## config.mk

```make
export PLATFORM = sky130hd
export DESIGN_NAME = vga_char_render_flat
export DESIGN_NICKNAME = d
export VERILOG_FILES = /design/src/rtl/vga_char_render_if.sv /design/src/rtl/vga_char_render.sv /design/src/flat_wrapper.sv
export SDC_FILE = /design/constraint.sdc
export NUM_CORES = 1
export LEC_CHECK = 0
export ABC_AREA = 0
export CAP_MARGIN = 25
export CELL_PAD_IN_SITES_DETAIL_PLACEMENT = 0
export CELL_PAD_IN_SITES_GLOBAL_PLACEMENT = 2
export CORE_ASPECT_RATIO = 1.5
export CORE_MARGIN = 4
export CORE_UTILIZATION = 26
export CTS_CLUSTER_DIAMETER = 120
export DETAILED_ROUTE_END_ITERATION = 6
export PLACE_DENSITY_LB_ADDON = 0.1
export SYNTH_ARGS = -nofsm -noshare
export SYNTH_HDL_FRONTEND = slang
export SYNTH_SLANG_ARGS = --single-unit
```

## constraint.sdc

```tcl
create_clock -name clk_i -period 1.95 [get_ports clk_i]
set_input_delay 0.39 -clock clk_i [delete_from_list [all_inputs] [get_ports clk_i]]
set_output_delay 0.39 -clock clk_i [all_outputs]
set_load 0.005 [all_outputs]
```

## src/rtl/vga_char_render_if.sv

```systemverilog
// Fetch bus between the character renderer and its text-buffer / font memories.
// The renderer drives both addresses; the memories answer one clock later.
interface vga_char_render_if #(
  parameter int TEXT_AW = 12,
  parameter int FONT_AW = 11
);
  logic [TEXT_AW-1:0] text_addr_o;
  logic [6:0]         char_i;
  logic [FONT_AW-1:0] font_addr_o;
  logic [0:7]         font_row_i;

  modport master (
    output text_addr_o,
    output font_addr_o,
    input  char_i,
    input  font_row_i
  );

  modport slave (
    input  text_addr_o,
    input  font_addr_o,
    output char_i,
    output font_row_i
  );
endinterface

```

## src/rtl/vga_char_render.sv

```systemverilog
// Text-mode pixel pipeline: pixel coordinate -> text cell -> glyph row -> RGB,
// with a blinking underline cursor and sync/enable delayed to match (4 clocks).
module vga_char_render #(
  parameter int H_CHARS = 80,
  parameter int V_CHARS = 30,
  parameter int TEXT_AW = 12,
  parameter int FONT_AW = 11
) (
  input  logic               clk_i,
  input  logic               rstn_i,
  input  logic [9:0]         x_i,
  input  logic [9:0]         y_i,
  input  logic               de_i,
  input  logic               hsync_i,
  input  logic               vsync_i,
  vga_char_render_if.master  mem,
  input  logic [11:0]        fg_i,
  input  logic [11:0]        bg_i,
  input  logic               cursor_en_i,
  input  logic [TEXT_AW-1:0] cursor_addr_i,
  output logic [11:0]        rgb_o,
  output logic               hsync_o,
  output logic               vsync_o,
  output logic               de_o
);

  localparam int CELLS = H_CHARS * V_CHARS;

  logic [TEXT_AW-1:0] cell_next;
  logic               hit_next;
  logic               cursor_on_screen;

  logic [TEXT_AW-1:0] text_addr_reg;
  logic [2:0]         xbit_s1_reg, xbit_s2_reg, xbit_s3_reg;
  logic [3:0]         yline_s1_reg, yline_s2_reg;
  logic               de_s1_reg, de_s2_reg, de_s3_reg;
  logic               hs_s1_reg, hs_s2_reg, hs_s3_reg;
  logic               vs_s1_reg, vs_s2_reg, vs_s3_reg;
  logic               hit_s1_reg, hit_s2_reg, hit_s3_reg;

  logic               vsync_prev_reg;
  logic [4:0]         frame_cnt_reg;

  logic               pix;
  logic               blink_on;
  logic [11:0]        colour_next;
  logic [11:0]        rgb_reg;
  logic               hsync_reg, vsync_reg, de_reg;

  assign cell_next = TEXT_AW'(({26'd0, y_i[9:4]} * 32'(H_CHARS)) + {25'd0, x_i[9:3]});

  // A cursor parked beyond the last visible cell can only alias blanked
  // coordinates, so it is simply never shown.
  assign cursor_on_screen = (32'(cursor_addr_i) < CELLS);
  assign hit_next = cursor_en_i && cursor_on_screen &&
                    (cell_next == cursor_addr_i) && (y_i[3:0] >= 4'd14);

  always_ff @(posedge clk_i or negedge rstn_i) begin
    if (!rstn_i) begin
      text_addr_reg <= '0;
      xbit_s1_reg   <= '0;
      yline_s1_reg  <= '0;
      de_s1_reg     <= 1'b0;
      hs_s1_reg     <= 1'b1;
      vs_s1_reg     <= 1'b1;
      hit_s1_reg    <= 1'b0;
      xbit_s2_reg   <= '0;
      yline_s2_reg  <= '0;
      de_s2_reg     <= 1'b0;
      hs_s2_reg     <= 1'b1;
      vs_s2_reg     <= 1'b1;
      hit_s2_reg    <= 1'b0;
      xbit_s3_reg   <= '0;
      de_s3_reg     <= 1'b0;
      hs_s3_reg     <= 1'b1;
      vs_s3_reg     <= 1'b1;
      hit_s3_reg    <= 1'b0;
    end else begin
      text_addr_reg <= cell_next;
      xbit_s1_reg   <= x_i[2:0];
      yline_s1_reg  <= y_i[3:0];
      de_s1_reg     <= de_i;
      hs_s1_reg     <= hsync_i;
      vs_s1_reg     <= vsync_i;
      hit_s1_reg    <= hit_next;
      xbit_s2_reg   <= xbit_s1_reg;
      yline_s2_reg  <= yline_s1_reg;
      de_s2_reg     <= de_s1_reg;
      hs_s2_reg     <= hs_s1_reg;
      vs_s2_reg     <= vs_s1_reg;
      hit_s2_reg    <= hit_s1_reg;
      xbit_s3_reg   <= xbit_s2_reg;
      de_s3_reg     <= de_s2_reg;
      hs_s3_reg     <= hs_s2_reg;
      vs_s3_reg     <= vs_s2_reg;
      hit_s3_reg    <= hit_s2_reg;
    end
  end

  assign mem.text_addr_o = text_addr_reg;
  assign mem.font_addr_o = FONT_AW'({mem.char_i, yline_s2_reg});

  // Edge detector starts high so a vsync already low at reset release counts once.
  always_ff @(posedge clk_i or negedge rstn_i) begin
    if (!rstn_i) begin
      vsync_prev_reg <= 1'b1;
      frame_cnt_reg  <= '0;
    end else begin
      vsync_prev_reg <= vsync_i;
      if (vsync_prev_reg && !vsync_i) begin
        frame_cnt_reg <= frame_cnt_reg + 5'd1;
      end
    end
  end

  assign blink_on = ~frame_cnt_reg[4];
  assign pix      = mem.font_row_i[xbit_s3_reg];

  always_comb begin
    colour_next = pix ? fg_i : bg_i;
    if (hit_s3_reg && blink_on) begin
      colour_next = fg_i;
    end
  end

  always_ff @(posedge clk_i or negedge rstn_i) begin
    if (!rstn_i) begin
      rgb_reg   <= '0;
      hsync_reg <= 1'b1;
      vsync_reg <= 1'b1;
      de_reg    <= 1'b0;
    end else begin
      rgb_reg   <= de_s3_reg ? colour_next : 12'h000;
      hsync_reg <= hs_s3_reg;
      vsync_reg <= vs_s3_reg;
      de_reg    <= de_s3_reg;
    end
  end

  assign rgb_o   = rgb_reg;
  assign hsync_o = hsync_reg;
  assign vsync_o = vsync_reg;
  assign de_o    = de_reg;

endmodule
```

## src/flat_wrapper.sv

```systemverilog
// flat-port wrapper written by rule: the top's interface ports become plain ports
module vga_char_render_flat 
#(
  parameter int H_CHARS = 80,
  parameter int V_CHARS = 30,
  parameter int TEXT_AW = 12,
  parameter int FONT_AW = 11
)
  (clk_i, rstn_i, x_i, y_i, de_i, hsync_i, vsync_i, fg_i, bg_i, cursor_en_i, cursor_addr_i, rgb_o, hsync_o, vsync_o, de_o, mem_text_addr_o, mem_font_addr_o, mem_char_i, mem_font_row_i);
  vga_char_render_if #(.TEXT_AW(TEXT_AW), .FONT_AW(FONT_AW)) mem_i ();
  input  logic clk_i;
  input  logic rstn_i;
  input  logic [9:0] x_i;
  input  logic [9:0] y_i;
  input  logic de_i;
  input  logic hsync_i;
  input  logic vsync_i;
  input  logic [11:0] fg_i;
  input  logic [11:0] bg_i;
  input  logic cursor_en_i;
  input  logic [TEXT_AW-1:0] cursor_addr_i;
  output logic [11:0] rgb_o;
  output logic hsync_o;
  output logic vsync_o;
  output logic de_o;
  output wire logic [$bits(mem_i.text_addr_o)-1:0] mem_text_addr_o;
  output wire logic [$bits(mem_i.font_addr_o)-1:0] mem_font_addr_o;
  input wire logic [$bits(mem_i.char_i)-1:0] mem_char_i;
  input wire logic [$bits(mem_i.font_row_i)-1:0] mem_font_row_i;
  assign mem_text_addr_o = mem_i.text_addr_o;
  assign mem_font_addr_o = mem_i.font_addr_o;
  assign mem_i.char_i = mem_char_i;
  assign mem_i.font_row_i = mem_font_row_i;
  vga_char_render #(.H_CHARS(H_CHARS), .V_CHARS(V_CHARS), .TEXT_AW(TEXT_AW), .FONT_AW(FONT_AW)) u_core (.clk_i(clk_i), .rstn_i(rstn_i), .x_i(x_i), .y_i(y_i), .de_i(de_i), .hsync_i(hsync_i), .vsync_i(vsync_i), .mem(mem_i), .fg_i(fg_i), .bg_i(bg_i), .cursor_en_i(cursor_en_i), .cursor_addr_i(cursor_addr_i), .rgb_o(rgb_o), .hsync_o(hsync_o), .vsync_o(vsync_o), .de_o(de_o));
endmodule
```

==> results by group <==
Status
  • Status: finished with violations
  • Violated checks: negative setup slack

Yosys
  • Top cell type by total area after synthesis: dfrtp_1
  • Yosys warns: 0
  • Top FF cell, synth: dfrtp_1
  • Cell variety after synth: 29
  • Post-synth EDFFs: 0
  • Largest cells by area after synthesis: dfrtp_1 (53%), dfstp_2 (8.4%), ha_1 (6.0%)
  • Asr flop ratio synth: 1.000
  • Top cells by instance count after synthesis: dfrtp_1 (53), xnor2_1 (17), nor2b_1 (15), mux2i_1 (13), ha_1 (12)
  • Mapped Cells: 175
  • Post-synthesis sequential area ratio: 0.6140
  • Syn_nets: 266
  • Syn Area/Cell: approximately 14 um2
  • Post-Syn Area: 0.002502 mm2
  • Seq cells post-synth: 61
  • Top-area cell type share of the netlist area: 0.5300
  • Cell with the most instances after synthesis: dfrtp_1

Setup path
  • Worst EP arrival: 2280 ps
  • Slowest cell on crit path: fa_2
  • CP startpoint kind: primary input
  • CP delay by family, top: adder cells
  • Worst reg2reg path depth: 6
  • Reg2reg start: u_core.xbit_s3_reg[0]$_DFF_PN0_
  • Worst Path Buf+Inv: 2
  • Max incr delay on CP: 550 ps
  • Worst Setup End Kind: flip-flop
  • Crit Path Max Fanout: 2
  • Worst R2R End: u_core.rgb_o[9]$_DFF_PN0_
  • Crit path cell chain: buf_6 -> ha_4 -> ha_4 -> fa_2 -> nand2_2 -> nor3_4 -> buf_6 -> nand3_4 -> xnor2_2 -> nor4_2
  • WP data required: around 2200 ps
  • Setup CP Type: in -> reg
  • R2R setup slack: approximately 110 ps

CTS
  • Clk sinks: 61
  • TritonCTS Buffers: 9
  • CTS Buffer Depth: 2
  • CTS tree: yes
  • Clock latency on the worst-skew pair: approximately 330 ps
  • Hold buffers post-CTS: 0
  • Clock transition at path regs: approximately 60 ps
  • Root Buffer Master: clkbuf_16
  • H-tree levels: 3

Die
  • Die area: 0.01129 mm2
  • Initial core utilization: 0.2689
  • Row count: 43
  • Chip width: 88.10 um
  • Boundary pin count: 115
  • Core region area: 0.009308 mm2
  • Chip Height: around 130 um

Drt
  • Post-DR wirelength/cell: between 10 and 15 um
  • Routed WL: between 6000 and 7000 um
  • Routed via count: about 1800
  • DR vias/cell: ~4.2
  • DRC: 0
  • Antenna-violating nets left: 0
  • DRT Pass-1 Iters: 4
  • DR iter-0 viols: 29

Job
  • Max-cap viol count: 0

Placement
  • Post-DP HPWL: 4667 um
  • DP Area: 0.003817 mm2
  • GP Congestion: 0.6884
  • Cell count after placement: 401
  • # port buffers: 100

Power
  • Power Density: approximately 920 mW/mm2
  • Max IR drop VDD: 0.4575 mV
  • Total power: 0.003977 W
  • Leakage: ~1.9 nW

Global route
  • Number of global-route vias before repair: about 1900
  • Initial antenna violation count: 0
  • Total grt overflow: 0
  • GRT Util Overall: 0.1148
  • Largest net degree at the start of global routing: between 60 and 70
  • Global-route wire length before repair: 9508 um

Timing
  • RSZ-0062 raised after global routing: true
  • Clock Skew: 6.141 ps
  • Pins Over Slew Limit: 0
  • Final cycle utilization of the critical path: 1.050
  • Post-route setup slack: -97.78 ps
  • Final Hold Fails: 0
  • Fmax achieved: 0.4883 GHz
  • Slew at the pin closest to its max-slew limit: 371.2 ps
  • Final setup fails: 3
  • Rel. slew slack: 0.7520
  • Crit path time final: 2048 ps

Finish
  • Final Non-Filler Cells: 423
  • Area growth syn-to-layout: 72.25%
  • Fin nets: 397
  • Layout cells sized above 1: 0.2765
  • Final instance area: between 0.004 and 0.005 mm2
  • Fin util: 0.4631
  • Antenna diodes: 0

Worst hold path
  • Worst min path class: in -> async
[logic make-up after synthesis]
family | after synthesis | share of synthesized area
xor gates and xnor gates | 28 | 0.09800
DFF | 61 | 0.6140
muxes | 16 | 0.07750
buffers and inverters | 14 | 0.03450
and+or+nand+nor | 31 | 0.07050
AOI/OAI and AO/OA | 11 | 0.02950
adders and majority gates | 14 | 0.07600
[stage by stage]
step / TNS (ps) / setup WS (ps) / hold slack (ps)
4_1_cts: -168.7 / -154.4 / 67.00
2_1_floorplan: -460.0 / -378.3 / 94.41
5_1_grt: -334.0 / -178.4 / 77.76
3_3_place_gp: -6739 / -944.9 / 333.1
6_report: -154.2 / -97.78 / 55.51
3_5_place_dp: -7016 / -1015 / 334.7
[worst reg2reg max path: stages (launching register included)]
cell and delay, ps:
dfrtp_1 380, mux4_1 590, mux2i_2 220, o21ai_2 110, buf_12 170, mux2i_1 180
nor2b_1 60
[report_power, final]
group	internal (W)	leakage (nW)	total (W)	switching, W
clock	0.000991	0.142	0.00156	0.000571
combinational	0.000579	0.985	0.000924	0.000345
sequential	0.00142	0.726	0.00149	0.0000717
[cell type report]
type / count / area [um2]
Multi-Input combinational cell: 100 / 1072
Tap cell: 112 / 140.1
Clock inverter: 7 / 76.32
Sequential cell: 61 / 1536
Fill cell: 868 / 4997
Clock buffer: 9 / 225.2
Inverter: 5 / 18.77
Timing Repair Buffer: 129 / 1241
[timing repair]
action	in CTS	in global routing
pin swaps	19	11
endpoints found under the hold margin	0	0
endpoints found under the setup margin	5	9
resized for setup	44	10
setup buffers	4	2
[layout by cell type (no fill, tap or decap), drive strengths merged, types with 2 or more instances in the layout]
cell type / n
clkdlybuf4s50: 91
dfrtp: 53
buf: 35
xnor2: 17
nor2b: 15
mux2i: 13
ha: 12
xor2: 11
clkbuf: 9
dfstp: 8
inv: 5
nand4: 4
clkinv: 4
nor2: 3
dlygate4sd2: 3
a21oi: 3
nand2: 3
a21o: 2
mux4: 2
clkinvlp: 2
nor3: 2
o21ai: 2
nor4: 2
fa: 2
[worst max-delay path by stage]
stage          startpoint                           to  cells past startpoint
2_1_floorplan      y_i[5]  u_core.hit_s1_reg$_DFF_PN0_                      9
3_3_place_gp       y_i[5]  u_core.hit_s1_reg$_DFF_PN0_                     10
3_5_place_dp       y_i[5]  u_core.hit_s1_reg$_DFF_PN0_                     10
4_1_cts            y_i[7]  u_core.hit_s1_reg$_DFF_PN0_                     10
5_1_grt            y_i[7]  u_core.hit_s1_reg$_DFF_PN0_                     11
6_report           y_i[7]  u_core.hit_s1_reg$_DFF_PN0_                     10
[per-layer routing]
metal  track usage  routed length [um]  vias to the layer above
met1        0.1165                1985                      851
met3       0.05402                 671                       13
met4       0.04982                 129                        0
met5             0                   0                        -
met2        0.1980                3302                       73
li1              -                   -                      854
Power figures use the tool's default switching activity.
